**src/rtl/alu_bit_sequencer.sv**
```systemverilog
// Bit-serial ALU: one S/M/Pin slice per clock, LSB first, with a registered carry.
// Results land in r/p/cout only on entry to DONE, so partial results are never visible.

module alu_bit_slice (
  input  logic       i_a,
  input  logic       i_b,
  input  logic [3:0] i_s,
  input  logic       i_m,
  input  logic       i_c,
  output logic       o_r,
  output logic       o_c
);
  logic w_x, w_y, w_c;

  assign w_x = i_a | (i_b & i_s[0]) | (~i_b & i_s[1]);
  assign w_y = (i_a & i_b & i_s[3]) | (i_a & ~i_b & i_s[2]);
  // Logic mode kills the carry path entirely.
  assign w_c = i_c & ~i_m;
  assign o_r = w_x ^ w_y ^ w_c;
  assign o_c = ~i_m & ((w_x & w_y) | (w_x & w_c) | (w_y & w_c));
endmodule

module alu_bit_sequencer #(
  parameter int WIDTH = 4
) (
  input  logic             i_clk,
  input  logic             i_rst_n,
  input  logic             i_start,
  input  logic [WIDTH-1:0] i_a,
  input  logic [WIDTH-1:0] i_b,
  input  logic [3:0]       i_s,
  input  logic             i_m,
  input  logic             i_pin,
  output logic             o_busy,
  output logic             o_done,
  output logic [WIDTH-1:0] o_r,
  output logic [WIDTH-1:0] o_p,
  output logic             o_cout
);
  localparam int IW = (WIDTH > 1) ? $clog2(WIDTH) : 1;

  typedef enum logic [1:0] {S_IDLE, S_RUN, S_DONE} state_t;

  state_t           r_state, w_state_nxt;
  logic [WIDTH-1:0] r_a, r_b;
  logic [3:0]       r_s;
  logic             r_m;
  logic [IW-1:0]    r_idx;
  logic             r_carry;
  logic [WIDTH-1:0] r_sh_r, r_sh_p;
  logic [WIDTH-1:0] r_r, r_p;

  logic             w_accept, w_last;
  logic             w_bit_r, w_bit_c;
  logic [WIDTH-1:0] w_sh_r, w_sh_p;

  alu_bit_slice u_slice (
    .i_a (r_a[r_idx]),
    .i_b (r_b[r_idx]),
    .i_s (r_s),
    .i_m (r_m),
    .i_c (r_carry),
    .o_r (w_bit_r),
    .o_c (w_bit_c)
  );

  assign w_last = (r_idx == IW'(WIDTH - 1));

  always_comb begin
    w_accept    = 1'b0;
    w_state_nxt = r_state;
    case (r_state)
      S_IDLE: if (i_start) begin
        w_accept    = 1'b1;
        w_state_nxt = S_RUN;
      end
      S_RUN: if (w_last) w_state_nxt = S_DONE;
      S_DONE: begin
        w_accept    = i_start;
        w_state_nxt = i_start ? S_RUN : S_IDLE;
      end
      default: w_state_nxt = S_IDLE;
    endcase
  end

  // Shadow with the current slice merged in, so the last bit reaches r on the same edge.
  always_comb begin
    w_sh_r        = r_sh_r;
    w_sh_p        = r_sh_p;
    w_sh_r[r_idx] = w_bit_r;
    w_sh_p[r_idx] = w_bit_c;
  end

  always_ff @(posedge i_clk or negedge i_rst_n) begin
    if (!i_rst_n) begin
      r_state <= S_IDLE;
      r_a     <= '0;
      r_b     <= '0;
      r_s     <= '0;
      r_m     <= 1'b0;
      r_idx   <= '0;
      r_carry <= 1'b0;
      r_sh_r  <= '0;
      r_sh_p  <= '0;
      r_r     <= '0;
      r_p     <= '0;
    end else begin
      r_state <= w_state_nxt;
      if (w_accept) begin
        r_a     <= i_a;
        r_b     <= i_b;
        r_s     <= i_s;
        r_m     <= i_m;
        r_idx   <= '0;
        r_carry <= i_pin & ~i_m;
      end else if (r_state == S_RUN) begin
        r_sh_r  <= w_sh_r;
        r_sh_p  <= w_sh_p;
        r_carry <= w_bit_c;
        if (w_last) begin
          r_idx <= '0;
          r_r   <= w_sh_r;
          r_p   <= w_sh_p;
        end else begin
          r_idx <= r_idx + 1'b1;
        end
      end
    end
  end

  assign o_busy = (r_state == S_RUN);
  assign o_done = (r_state == S_DONE);
  assign o_r    = r_r;
  assign o_p    = r_p;
  assign o_cout = r_p[WIDTH-1];
endmodule
```
**config.mk**
```make
export PLATFORM = sky130hd
export DESIGN_NAME = alu_bit_sequencer
export DESIGN_NICKNAME = d
export VERILOG_FILES = /design/src/rtl/alu_bit_sequencer.sv
export SDC_FILE = /design/constraint.sdc
export NUM_CORES = 1
export LEC_CHECK = 0
export CORE_ASPECT_RATIO = 0.6
export CORE_MARGIN = 1
export CORE_UTILIZATION = 50
export DETAILED_ROUTE_END_ITERATION = 6
export PLACE_DENSITY_LB_ADDON = 0.2
export SYNTH_ARGS = -nofsm -noshare
export SYNTH_HDL_FRONTEND = slang
export SYNTH_SLANG_ARGS = --single-unit
```
**constraint.sdc**
```tcl
create_clock -name i_clk -period 5.95 [get_ports i_clk]
set_clock_uncertainty 0.2 [all_clocks]
set_input_delay 0.8925 -clock i_clk [delete_from_list [all_inputs] [get_ports i_clk]]
set_output_delay 0.8925 -clock i_clk [all_outputs]
set_load 0.01 [all_outputs]
```
## Word-level counts from Yosys, hierarchy flattened

Cells that the tools add are included.

| word-level totals | value |
|---|---|
| bits in registers | 34 |
| input port bits | 17 |

| cells by class | value |
|---|---|
| magnitude comparators | 2 |
| multiplexer cells | 19 |
| eq/ne operators | 5 |
| bitwise logic cells | 23 |
| reductions and logical operators | 6 |
| add/sub/neg operators | 1 |

Operators by type and width:

| operator | count |
|---|---|
| 1-bit bitwise AND | 12 |
| 2-bit 2-to-1 mux | 5 |
| 4-bit bitwise mux | 2 |
| 1-bit 2-to-1 mux | 7 |
| 2-bit one-hot mux with 3 select lines | 1 |
| 1-bit bitwise OR | 5 |
| 1-bit binary-select mux with 2-bit select | 2 |
| 2-bit == test, second input constant | 2 |
| 1-bit NOT | 4 |
| 2-bit AND reduction | 2 |
| 2-bit by 3-bit < comparator with 1-bit output, second input constant | 1 |
| 3-bit AND reduction | 1 |
| 2-bit by 1-bit adder with 2-bit output, second input constant | 1 |
| 1-bit demux with 2-bit select | 1 |
| 2-bit by 1-bit == test with 1-bit output, second input constant | 1 |
| 2-bit by 1-bit greater-or-equal comparator with 1-bit output, second input constant | 1 |
| 2-bit logical NOT | 1 |
| 2-bit by 1-bit inequality test with 1-bit output, second input constant | 1 |
| 2-bit inequality test, second input constant | 1 |
| 1-bit one-hot mux with 2 select lines | 1 |
| 2-bit nonzero test | 1 |
| 1-bit XOR | 2 |
| 1-bit logical AND | 1 |

## Logic depth before layout (Yosys ltp)

Gate-level depths: netlist (run 1).

| logic depth | value |
|---|---|
| depth after elaboration | 12 |
| depth in mapped cells | 7 |

## Cells and area by module

A second synthesis (run 1) with hierarchy kept.

| unflattened totals | value |
|---|---|
| cells, all modules | 104 |
| area total of the unflattened synthesis | 1522.7 µm² |

Modules (own cells, without submodules):

| module | sequential area each (µm²) | cells each | times used | area each (µm²) |
|---|---|---|---|---|
| alu_bit_sequencer | 800.8 | 96 | 1 | 1460.2 |
| alu_bit_slice | 0.0 | 8 | 1 | 62.6 |

## Worst setup path after synthesis (run 1)

No wires, ideal clock.

| timing path | value |
|---|---|
| path type | reg2reg |
| start | register r_idx[0] |
| end | register r_sh_r[0] |
| cell stages (with the launch flop) | 7 |
| data arrival time | 2.129 ns |
| path buffers | 0 |
| library setup time | 0.125 ns |
| data required time | 5.625 ns |
| period minus slack after synthesis | 2.453 ns |
| path slack | 3.497 ns |
| path through | dfrtp_1 mux4_2 mux2_4 nor2_2 fa_1 inv_1 mux2_2 |

| on the way | value |
|---|---|
| word-level cells in the longest chain between the ends | 9 |

RTL lines:

| what | RTL line | RTL |
|---|---|---|
| from (decl) | 48 | `logic [IW-1:0] r_idx;` |
| from (signal assigned) | 125 | `r_idx <= r_idx + 1'b1;` |
| 1-bit binary-select mux with 2-bit select | 59 | `.i_b (r_b[r_idx]),` |
| 1-bit 2-to-1 mux (implied by the code) | 59 |  |
| 1-bit NOT | 15, 16 |  |
| 1-bit bitwise AND (2 in series) | 16 | `assign w_y = (i_a & i_b & i_s[3]) \| (i_a & ~i_b & i_s[2]);` |
| 1-bit bitwise OR | 16 |  |
| 1-bit XOR (2 in series) | 19 | `assign o_r = w_x ^ w_y ^ w_c;` |
| 4-bit bitwise mux (*) | 90 | `w_sh_r[r_idx] = w_bit_r;` |
| to (signal assigned) | 117 | `r_sh_r <= w_sh_r;` |
| to (decl) | 50 | `logic [WIDTH-1:0] r_sh_r, r_sh_p;` |

Every way passes the cells marked *; elsewhere a longest branch is shown, timed or not. The select of a mux whose other input is x is not followed.
A chain may end at the register's enable or synchronous reset.

## Worst setup path in the final report (run 1)

| timing path | value |
|---|---|
| start | register r_idx[0] |
| end | register r_p[0] (netlist: o_p[0]) |

| on the way | value |
|---|---|
| word-level cells in the longest chain between the ends | 11 |

RTL lines:

| what | RTL line | RTL |
|---|---|---|
| 1-bit binary-select mux with 2-bit select | 59 |  |
| 1-bit 2-to-1 mux (implied by the code) | 59 |  |
| 1-bit NOT | 15, 16 |  |
| 1-bit bitwise AND (2 in series) | 16 |  |
| 1-bit bitwise OR | 16 |  |
| 1-bit bitwise AND | 20 | `assign o_c = ~i_m & ((w_x & w_y) \| (w_x & w_c) \| (w_y & w_c));` |
| 1-bit bitwise OR (2 in series) | 20 |  |
| 1-bit bitwise AND | 20 |  |
| 4-bit bitwise mux | 91 | `w_sh_p[r_idx] = w_bit_c;` |
| to (signal assigned) | 123 | `r_p <= w_sh_p;` |
| to (decl) | 51 | `logic [WIDTH-1:0] r_r, r_p;` |

Several ways; a longest one is shown, not always the timed one. The select of a mux whose other input is x is not followed.

==> impl_results.md, run 1 <==
- Ys Warns: 0
- Lkg Pwr: 0.8846 nW
- GP Congestion: 0.7648
- CP max FO: 8
- GRT overflow: 0
- DPL Wire Length: 2043 µm
- Hold wc startpoint: r_b[3]
- Die extent in x: 71.44 µm
- Primary FF master, synth: dfrtp_1
- Unrepaired setup endpoints after global routing: false
- Endpoint type of the worst setup path: flip-flop
- Crit-path cells: mux4_2, mux2_4, nor2_2, fa_1, nor2_1, mux2i_1, o21ai_0
- Maximum number of pins on one net before global-route repair: 33
- Antenna diodes: 0
- Worst path max stage delay: 0.57 ns
- Avg WL per Cell: 13.69 µm
- Post-Synth Adder-Cell Area: 4.844%
- Max cap viols: 0
- WP data required: 5.94 ns
- Placed inst area: 1748 µm²
- Port Buf Inserts: 27
- Post-synth cell types: 25
- Row count: 14
- Die footprint: 3119 µm²
- Max Freq: 360.3 MHz
- FF+latch count, synth: 32
- Initial DRC Count: 85
- Post-cts sizing count: 0
- Final #Nets: 194
- DRT Pass-1 Iters: 4
- Status: complete, no violations
- Root Buffer: clkbuf_8
- Post-Layout Inst Area: 1838 µm²
- Peak supply drop: 0.0003129 V
- Setup violators final: 0
- Total power: 0.0009906 W
- Measured slew at the worst slew-check pin: 0.5430 ns
- Slew Limit Fails: 0
- Inst Count DP: 197
- R2r startpoint: r_idx[0]
- # DRC: 0
- FF+latch area: 800.8 µm²
- Initial Util: 55.05%
- Routed vias/inst: 5.039
- Crit share post-route: 46.65%
- Async SR Flop Fraction: 100.0%
- Syn Inst Count: 141
- Area of the multi-input gates: 603.1 µm²
- Fin. Hold Viols: 0
- Avg Inst Size Synth: 10.26 µm²
- Antenna violations before repair: 0
- Post-synth EDFFs: 0
- Core ar.: 2628 µm²
- PwrDens: 539.0 nW/µm²
- # hold bufs at CTS: 0
- H-tree lvl count: 2
- Vias in the first global route: 974
- Worst Path Arrival: 2.76 ns
- CP Launch Type: flip-flop
- Slew headroom: 63.80%
- Total global-route track usage: 21.53%
- Synth Area in Compound Gates: 5.623%
- Worst-path clk slew: 0.06 ns
- Layout cells sized above 1: 9.249%
- DRT antenna net count: 0
- Largest family of logic cells by synthesized area: simple AND/OR/NAND/NOR gates
- Buffers and inverters on the worst path: 0
- Ports: 28
- Clk buf depth: 2
- Die Height: 43.66 µm
- Final cell count without fillers: 205
- Total number of vias: 1,033
- Clock latency on the worst-skew pair: 0.28 ns
- Synthesis-to-layout area growth: 27.08%
- Xor and xnor fraction of the mapped netlist area: 0%
- Post-CTS setup buffers: 0
- TNS Setup: 0 ns
- Fillers: 201
- Global-route wire length before repair: 4816 µm
- Top Family by Delay on Critical Path: multiplexers
- Mux contribution to synthesized area: 11.85%
- Layout Utilization: 69.95%
- Routed WL: 2806 µm
- Total CTS buffers: 5
- Post-synthesis sequential area ratio: 55.36%
- Kind of critical path: flip-flop to flip-flop
- Syn_nets: 163
- Crit path from: r_idx[0]
- Slowest-stage cell, CP: mux4_2
- Period minus WS final: 2.776 ns
- Hold Path Class: flip-flop to flip-flop
- Synth Area in Simple Gates: 19.38%
- CTS tree: yes
- Total clock sinks: 32
- Post-Syn Area: 1446 µm²
power by group:
| part | leakage [nW] | switching (W) | internal, W |
|---|---|---|---|
| clock | 0.0455 | 0.0000755 | 0.0000942 |
| sequential | 0.404 | 0.0000642 | 0.000315 |
| combinational | 0.435 | 0.000227 | 0.000215 |
registers in the layout, summed over array words and instances (netlist names):
signal   cells
o_p          4
o_r          4
r_a          4
r_b          4
r_carry      1
r_idx        2
r_m          1
r_s          4
r_sh_p       3
r_sh_r       3
r_state      2
cells in the final DEF (no fill, tap or decap):
| cell type | Yosys | routed |
|---|---|---|
| nand2b_1 | 3 | 3 |
| inv_1 | 5 | 5 |
| mux2_1 | 1 | 1 |
| ha_1 | 4 | 4 |
| nor2_1 | 2 | 2 |
| nor2b_1 | 2 | 2 |
| dfrtp_1 | 32 | 32 |
| nor3b_1 | 1 | 1 |
| clkbuf_8 | 0 | 6 |
| o21ai_0 | 11 | 11 |
| a22o_1 | 1 | 1 |
| fa_1 | 1 | 1 |
| nor2_2 | 1 | 1 |
| nand3_1 | 2 | 2 |
| mux2i_1 | 4 | 4 |
| mux2_2 | 5 | 5 |
| clkbuf_1 | 3 | 2 |
| o31ai_1 | 1 | 1 |
| a221o_1 | 1 | 1 |
| clkdlybuf4s50_1 | 0 | 27 |
| nand3b_1 | 2 | 2 |
| buf_4 | 1 | 2 |
| mux2_4 | 1 | 1 |
| mux4_2 | 1 | 1 |
| mux4_1 | 1 | 1 |
| nand2_1 | 54 | 54 |
synthesized netlist by cell type, types with 3 or more instances:
| library cell | count | area share (%) |
|---|---|---|
| clkbuf_1 | 3 | 0.78 |
| dfrtp_1 | 32 | 55 |
| ha_1 | 4 | 3.5 |
| inv_1 | 5 | 1.3 |
| mux2_2 | 5 | 3.9 |
| mux2i_1 | 4 | 2.8 |
| nand2_1 | 54 | 14 |
| nand2b_1 | 3 | 1.3 |
| o21ai_0 | 11 | 3.8 |
cell type report:
class / instances / area share [%]
clock buffer: 8 / 4.901
inverter: 5 / 1.021
multi-input combinational: 99 / 32.81
sequential: 32 / 43.57
tap: 32 / 2.178
timing repair buffer: 29 / 15.52
worst register-to-register path, cell delays in order (launching register included):
cell	delay, ns
dfrtp_1	0.47
mux4_2	0.57
mux2_4	0.23
nor2_2	0.04
fa_1	0.42
nor2_1	0.42
mux2i_1	0.15
o21ai_0	0.19
metal layers:
layer	vias to the layer above	global-route usage [%]	part of all wire [%]
met3	5	6.512	4.0
met4	0	8.400	1.1
met5	-	0	0
li1	523	-	-
met1	486	33.08	52
met2	19	28.38	42
logic make-up (layout without fill, tap and decap cells):
| logic type | Yosys count | in the layout |
|---|---|---|
| simple gates | 67 | 67 |
| flops | 32 | 32 |
| compound gates | 14 | 14 |
| mux | 13 | 13 |
| buf+inv | 10 | 42 |
| fa+ha+maj | 5 | 5 |
per-stage QoR:
stage / hold slack [ns] / setup WS (ns)
final: 0.2753 / 3.174
after global routing: 0.3013 / 3.016
after CTS: 0.2780 / 3.182
after detailed placement: 0.2598 / 3.222
after global placement: 0.2578 / 3.358
after floorplan: 0.2373 / 3.497
worst paths after layout:
check / endpoint / slack [ns] / cells after the start
setup / recovery: o_p[0] / 3.17 / 7
hold / removal: r_b[3] / 0.28 / 2
setup reg to reg: o_p[0] / 3.17 / 7
hold reg to reg: r_b[3] / 0.28 / 2
max in group asynchronous: r_idx[1] / 4.46 / 2
min in group asynchronous: o_p[0] / 0.80 / 2
Note: power is estimated with default switching activity, not from simulation.
==> run 2, diff against run 1 <==
Settings changed: CORE_UTILIZATION 50 to 45.
Clock period 5.95 ns to 2.45 ns, I/O delays scaled along.
==> impl_results.md, run 2 (same netlist as run 1, synthesis figures left out) <==
- CP Launch Type: flip-flop
- Hold Path Class: input port to asynchronous set/reset pin
- Total clock sinks: 32 (unchanged)
- Kind of critical path: flip-flop to flip-flop
- Total number of vias: 1,061 (+2.7%)
- Total global-route track usage: 19.80% (-1.7 points)
- Core ar.: 2965 µm² (+13%)
- Crit share post-route: 100.3% (+54 points)
- Global-route wire length before repair: 4685 µm (-2.7%)
- Reg-to-reg slack, setup: -0.008 ns (-3.18 ns)
- Routed vias/inst: 4.867 (-3.4%)
- WP data required: 2.43 ns (-3.51 ns)
- Die extent in x: 75.19 µm (+5.3%)
- Post-CTS setup buffers: 0 (unchanged)
- Slew Limit Fails: 0 (unchanged)
- Final #Nets: 197 (+1.5%)
- TNS Setup: -0.01213 ns (-0.01213 ns)
- Clock latency on the worst-skew pair: 0.29 ns (about the same)
- Most common cell after layout, fill and taps aside: nand2_1
- DRT Pass-1 Iters: 4 (unchanged)
- Maximum number of pins on one net before global-route repair: 33 (unchanged)
- Routed WL: 3004 µm (+7.1%)
- Setup violators final: 2 (+2)
- Die Height: 45.92 µm (+5.2%)
- DPL Wire Length: 2204 µm (+7.9%)
- Max cap viols: 0 (unchanged)
- Antenna diodes: 0 (unchanged)
- # DRC: 0 (unchanged)
- Max Freq: 406.8 MHz (+13%)
- Slew headroom: 63.76% (about the same)
- Worst hold slack: 0.2696 ns (-0.005686 ns)
- CTS tree: yes
- PwrDens: 1360 nW/µm² (+150%)
- Failing checks: setup timing
- Slowest-stage cell, CP: fa_2
- CP max FO: 5 (-3)
- GP Congestion: 0.7522 (-1.6%)
- Synthesis-to-layout area growth: 31.57%
- Measured slew at the worst slew-check pin: 0.5420 ns (-0.001005 ns)
- Antenna violations before repair: 0 (unchanged)
- Avg WL per Cell: 13.78 µm (+0.67%)
- Initial Util: 48.78% (-6.3 points)
- Fin. Hold Viols: 0 (unchanged)
- Port Buf Inserts: 27 (unchanged)
- Root Buffer: clkbuf_8
- Worst Path Arrival: 2.43 ns (-0.33 ns)
- Unrepaired setup endpoints after global routing: true
- Ports: 28 (unchanged)
- Peak supply drop: 0.0006118 V (+96%)
- Initial DRC Count: 65 (-24%)
- H-tree lvl count: 2 (unchanged)
- Status: complete, but fails checks
- Layout cells sized above 1: 14.77% (+5.5 points)
- Lkg Pwr: 0.9092 nW (+2.8%)
- Worst setup margin: -0.008487 ns (-3.183 ns)
- # hold bufs at CTS: 0 (unchanged)
- Clk buf depth: 2 (unchanged)
- Most frequent cells in the layout: 53 x nand2_1, 31 x dfrtp_1, 27 x clkdlybuf4s50_1
- Die footprint: 3452 µm² (+11%)
- Endpoint type of the worst setup path: flip-flop
- Worst path max stage delay: 0.63 ns (+0.06 ns)
- GRT overflow: 0 (unchanged)
- Period minus WS final: 2.458 ns (-0.3172 ns)
- Row count: 15 (+1)
- Crit-path cells: mux4_2, mux2_4, nand2_2, fa_2, inv_2, mux2_2
- Worst-path clk slew: 0.07 ns (about the same)
- Vias in the first global route: 981 (+0.72%)
- DRT antenna net count: 0 (unchanged)
- Total CTS buffers: 5 (unchanged)
-- run 2: cell count changes in the layout (fill, tap and decap cells not counted), sizes merged --
cell,delta
buf,+3
clkbuf,-2
clkinv,+1
bufinv,+1
-- run 2: layer usage --
layer,track usage [%],wire length [µm],vias up
met5,0,0,-
met2,29.73,1310,25
li1,-,-,529
met1,26.34,1517,501
met4,10.00,40,0
met3,5.973,136,6
-- run 2: area by class of cell --
class	instances	area [µm²]
Clock buffer	6	72.57
Clock inverter	2	35.03
Fill cell	246	1062
Inverter	5	18.77
Multi-Input combinational cell	99	614.3
Sequential cell	32	802.0
Tap cell	42	52.55
Timing Repair Buffer	32	307.8
-- run 2: report_power, final --
group | leakage [nW] | internal, W | switching (W)
Clock | 0.0552 | 0.000301 | 0.000194
Combinational | 0.452 | 0.000581 | 0.000592
Sequential | 0.402 | 0.000767 | 0.000152
Total | 0.909 | 0.00165 | 0.000938
-- run 2: critical path: cells and delay by family, from the launching register on --
family | cells | cell delay (ns)
multiplexers | 3 | 1.03
AND/OR/NAND/NOR | 1 | 0.06
adder cells (fa/ha/maj) | 1 | 0.63
flip-flops | 1 | 0.37
buffers and inverters | 1 | 0.06
-- run 2: metrics by stage --
step / instances / area [µm²] / setup slack [ns] / total power [W] / utilization [%]
3_5_place_dp: 210 / 1784 / -0.03570 / 0.002045 / 60.17
4_1_cts: 218 / 1894 / 0.001266 / 0.002567 / 63.88
5_1_grt: 218 / 1903 / -0.06950 / 0.002765 / 64.18
3_3_place_gp: 210 / 1784 / 0.05869 / 0.001983 / 60.17
2_1_floorplan: 141 / 1448 / 0.04133 / 0.001620 / -
6_report: 218 / 1903 / -0.008487 / 0.002588 / 64.18
-- run 2: worst paths after layout --
path,from,end,cells after the start
setup / recovery,r_idx[0],r_sh_r[1],6
hold / removal,i_rst_n,o_r[1],2
setup reg to reg,r_idx[0],r_sh_r[1],6
hold reg to reg,o_p[2],o_p[2],2
max in group asynchronous,i_rst_n,r_idx[0],2
min in group i_clk,o_p[2],o_p[2],2
-- run 2: repair_timing --
action / 4_1_cts / 5_1_grt
hold endpoints to repair: 0 / 0
pin swaps: 1 / 2
cloned: 0 / 0
endpoints found under the setup margin: 5 / 7
gates resized for setup: 3 / 6
==> patch 1 (flow settings as in run 2) <==
Change the parameter `WIDTH` from 4 to 8.
--- a/src/rtl/alu_bit_sequencer.sv
+++ b/src/rtl/alu_bit_sequencer.sv
@@ -21,7 +21,7 @@
 endmodule
 
 module alu_bit_sequencer #(
-  parameter int WIDTH = 4
+  parameter int WIDTH = 8
 ) (
   input  logic             i_clk,
   input  logic             i_rst_n,
Interface: changed (resized i_a, i_b, o_p and o_r); port bits go from 28 to 44. No check against the original RTL was run, so the function may have changed too.
==> patch 1 against run 2 <==
  * Critical path type unchanged
  * Final cell count rose by 72%
  * Sequential cell count up 27
  * Count of clock-buffer cells in the layout rose by 6
  * Wire length grew 84%
  * Largest power group unchanged
  * Highest routed layer unchanged
  * Design area rose by 92%
  * Synthesized area rose by 90%
  * Power up 100%
  * Sequential power up 85%
  * Worst setup slack got worse by 140 ps
  * Clock power grew 50%
  * The run still ends with setup timing left
==> patch 1: results (changes against run 2) <==
** Status
- Run status :: finished with violations (unchanged)
- Failing checks :: setup timing (unchanged)

** STA
- The count of final setup violators is 33 (was 2).
- The aggregate negative setup slack came to -4220 ps (was -12.1 ps).
- Hold slack :: 282 ps (was 270 ps)
- The actual transition at the worst max-transition pin came to 575 ps (was 542 ps).
- The minimum setup slack in the final design came to -148 ps (was -8.49 ps).

** Detailed routing
- The wire length after detailed routing was 5510 um (was 3000 um).
- The detailed router's first-iteration violation count was 67 (was 65).
- Via count of the routed design :: 1936 (was 1061)

** Placed design
- The worst slack at placement is -284 ps (was -35.7 ps).
- The cell area after placement came to 3360 um2 (was 1780 um2).
- The final weighted congestion of routability-driven global placement was 0.784 (was 0.752).
- The half-perimeter wire length of the detailed placement result was 3760 um (was 2200 um).

** Global route
- The maximum number of pins on one net before global-route repair came to 37 (was 33).
- Number of global-route vias before repair :: 1961 (was 981)
- The total global routing track utilization is 20.1% (was 19.8%).

** Critical path
- Path depth of the worst reg2reg path :: 8 (was 6)
- Capture instance of the worst register-to-register path :: r_sh_p[3]$_DFFE_PN0P_ (was r_sh_r[1]$_DFFE_PN0P_)
- The worst endpoint data arrival time came to 2620 ps (was 2430 ps).

** Worst hold path
- The worst min-delay path category was reg2reg (was in2async).

** Logic synthesis
- Mapped Nets :: 258 (was 163)
- The post-synthesis mux area share came to 22.0% (was 11.9%).
- The post-synthesis share of cell area spent on full adders, half adders and majority gates is 1.63% (was 4.84%).
- Synth top area cells: dfrtp_1 (54%), mux2_2 (15%), mux2i_1 (7.3%) (was dfrtp_1 (55%), nand2_1 (14%), mux2_2 (3.9%)).
- The distinct cell type count after synthesis was 40 (was 25).
- Sequential fraction of the synthesis area :: 53.6% (was 55.4%)

** Clocking
- The count of instances resized after the clock tree is built came to 24 (was 3).
- Hold-fix buffers, CTS :: 1 (was 0)
- The clock latency of the later-clocked register in the worst-skew pair was 340 ps (was 290 ps).
- The deepest level of the CTS H-tree was 3 (was 2).

** Final layout
- Share of post-route cells with drive strength above 1 :: 31.4% (was 14.8%)
- The post-layout instance count excluding filler cells is 376 (was 218).
- The layout net count came to 320 (was 197).
- Fin area :: 3650 um2 (was 1900 um2)

** Pwr
- The leakage component of the power was 1.62 nW (was 0.909 nW).
[patch 1: cell types whose count changed in the layout (fill, tap and decap cells not counted), sizes merged, moves of 7 or more]
cell / change
mux2i: +16
clkdlybuf4s50: +15
nand2: -29
o21ai: +7
dfrtp: +27
buf: +20
mux2: +29
[patch 1: cell type report]
class                           instances  area share, %
Clock buffer                           12           3.97
Clock inverter                          3          0.411
Inverter                                4          0.411
Multi-Input combinational cell        150           34.0
Sequential cell                        59           40.5
Tap cell                               80           2.74
Timing Repair Buffer                   68           18.0
[patch 1: worst max-delay path by stage]
| stage | start | end | slack (ps) |
|---|---|---|---|
| final | r_idx[2]$_DFFE_PN0P_ | r_sh_p[3]$_DFFE_PN0P_ | -150 |
| after global placement | r_idx[2]$_DFFE_PN0P_ | o_p[2]$_DFFE_PN0P_ | -270 |
| after floorplan | r_idx[1]$_DFFE_PN0P_ | r_sh_p[1]$_DFFE_PN0P_ | -140 |
| after global routing | r_idx[2]$_DFFE_PN0P_ | o_p[4]$_DFFE_PN0P_ | -220 |
| after CTS | r_idx[1]$_DFFE_PN0P_ | o_p[2]$_DFFE_PN0P_ | -90 |
| after detailed placement | r_idx[2]$_DFFE_PN0P_ | o_r[0]$_DFFE_PN0P_ | -280 |
[patch 1: worst max-delay path, stage by stage, from the launching register on]
cell	delay, ps
dfrtp_2	470
or3b_4	420
a21o_1	180
a31oi_1	210
o21ai_2	100
fa_2	360
nor2b_4	140
buf_12	150
mux2_4	250
[patch 1: per-layer routing]
metal  vias up  GRT usage, %  share of wire, %
li1        940             -                 -
met1       937          29.7                53
met2        54          27.1                40
met3         5          7.72               6.1
met4         0          5.81               1.0
met5         -             0                 0
[patch 1: where the power goes]
group / internal, mW / switching [mW]
clock network: 0.384 / 0.359
logic: 1.50 / 1.24
registers: 1.41 / 0.288
==> patch 2 (config.mk and constraints of run 2) <==
Made on the original files. Make the reset (`i_rst_n`) synchronous in one clocked block.
--- a/src/rtl/alu_bit_sequencer.sv
+++ b/src/rtl/alu_bit_sequencer.sv
@@ -91,7 +91,7 @@
     w_sh_p[r_idx] = w_bit_c;
   end
 
-  always_ff @(posedge i_clk or negedge i_rst_n) begin
+  always_ff @(posedge i_clk) begin
     if (!i_rst_n) begin
       r_state <= S_IDLE;
       r_a     <= '0;
Formal check against the unedited RTL: differs if i_rst_n is asserted again (counterexample within 4 cycles, from zero or initial values and one cycle with i_rst_n low); with i_rst_n held inactive, the same outputs for 10 cycles.
==> patch 2 against run 2 <==
  * Worst setup slack improved by 58 ps
  * First-iteration DRC count increased by 43%
  * Synthesized area decreased by 5.1%
  * Wire length increased by 4.7%
  * Design area decreased by 5.3%
  * Sequential share of layout area decreased by 6.5 points
  * Sequential cell count unchanged
  * Core utilization decreased by 1.8 points
  * Die area decreased by 4.9%
  * Critical endpoint is now o_r[0]$_SDFFE_PN0P_
  * Highest routed layer is now met3
Power is not compared: it rests on default switching activity, and its combinational part moved more than twofold at a synthesized area within 25%.
==> patch 2: results (changes against run 2) <==
** Status
- Run status :: finished, final reports clean (was finished with violations)

** Critical path
- Maximum cell stage delay along the critical path :: 650 ps (was 630 ps)
- Worst-path maximum fanout :: 7 (was 5)
- The register-to-register setup slack was 50 ps (was -8 ps).
- The launch point of the worst reg-to-reg path is r_idx[0]$_SDFFE_PP0P_ (was r_idx[0]$_DFFE_PN0P_).

** Detailed routing
- The via-per-instance ratio is 5.04 (was 4.87).
- The routed length per instance is 13.8 um (about the same).

** Logic synthesis
- The net count after synthesis is 177 (was 163).
- Synth top area cells :: dfxtp_1 (47%), a21oi_1 (9.1%), nand2_1 (8.5%) (was dfrtp_1 (55%), nand2_1 (14%), mux2_2 (3.9%))
- Number of standard cells after synthesis :: 155 (was 141)
- The post-synthesis share of cell area spent on full adders, half adders and majority gates is 5.10% (was 4.84%).
- Count of different cell masters after synthesis :: 29 (was 25)
- The proportion of synthesized flip-flops having asynchronous set or reset came to 0% (was 100%).
- Area fraction in compound gates after synthesis :: 18.9% (was 5.62%)
- Sequential fraction of the synthesis area :: 46.7% (was 55.4%)
- Post-synthesis mux area share :: 7.66% (was 11.9%)

** Clocking
- The count of instances resized after the clock tree is built was 1 (was 3).
- Insertion delay of the later-clocked pin in the worst-skew pair :: 270 ps (was 290 ps)

** STA
- Hold slack :: 265 ps (was 270 ps)

** Final layout
- The layout net count was 207 (was 197).
- Share of post-route cells with drive strength above 1 :: 12.4% (was 14.8%)

** Placed design
- Placed cell count :: 220 (was 210)
- HPWL after DPL :: 2340 um (was 2200 um)
- Last weighted congestion value of the routability-driven placer :: 0.736 (was 0.752)

** Worst hold path
- The worst min-delay path category is reg2reg (was in2async).

** Global route
- The maximum number of pins on one net before global-route repair came to 21 (was 33).
-- patch 2: cells by family (layout without fill, tap and decap cells) --
family                     Yosys count  in the layout
AOI/OAI and AO/OA                   42             42
adders and majority gates            5              5
DFF                                 32             32
muxes                                7              7
and+or+nand+nor                     48             48
buffers and inverters               21             52
-- patch 2: layout make-up --
| type | instances | area [um2] |
|---|---|---|
| Fill cell | 268 | 1090 |
| Sequential cell | 32 | 642 |
| Timing Repair Buffer | 35 | 330 |
| Clock buffer | 8 | 90.1 |
| Inverter | 9 | 33.8 |
| Multi-Input combinational cell | 102 | 654 |
| Tap cell | 42 | 52.6 |
-- patch 2: routing by layer --
metal	track usage (%)	vias to the layer above	share of wire [%]	wire, um
li1	-	584	-	-
met1	29.2	540	49	1540
met2	35.2	25	46	1450
met3	8.93	0	5.1	159
met4	5.38	0	0	0
met5	0	-	0	0
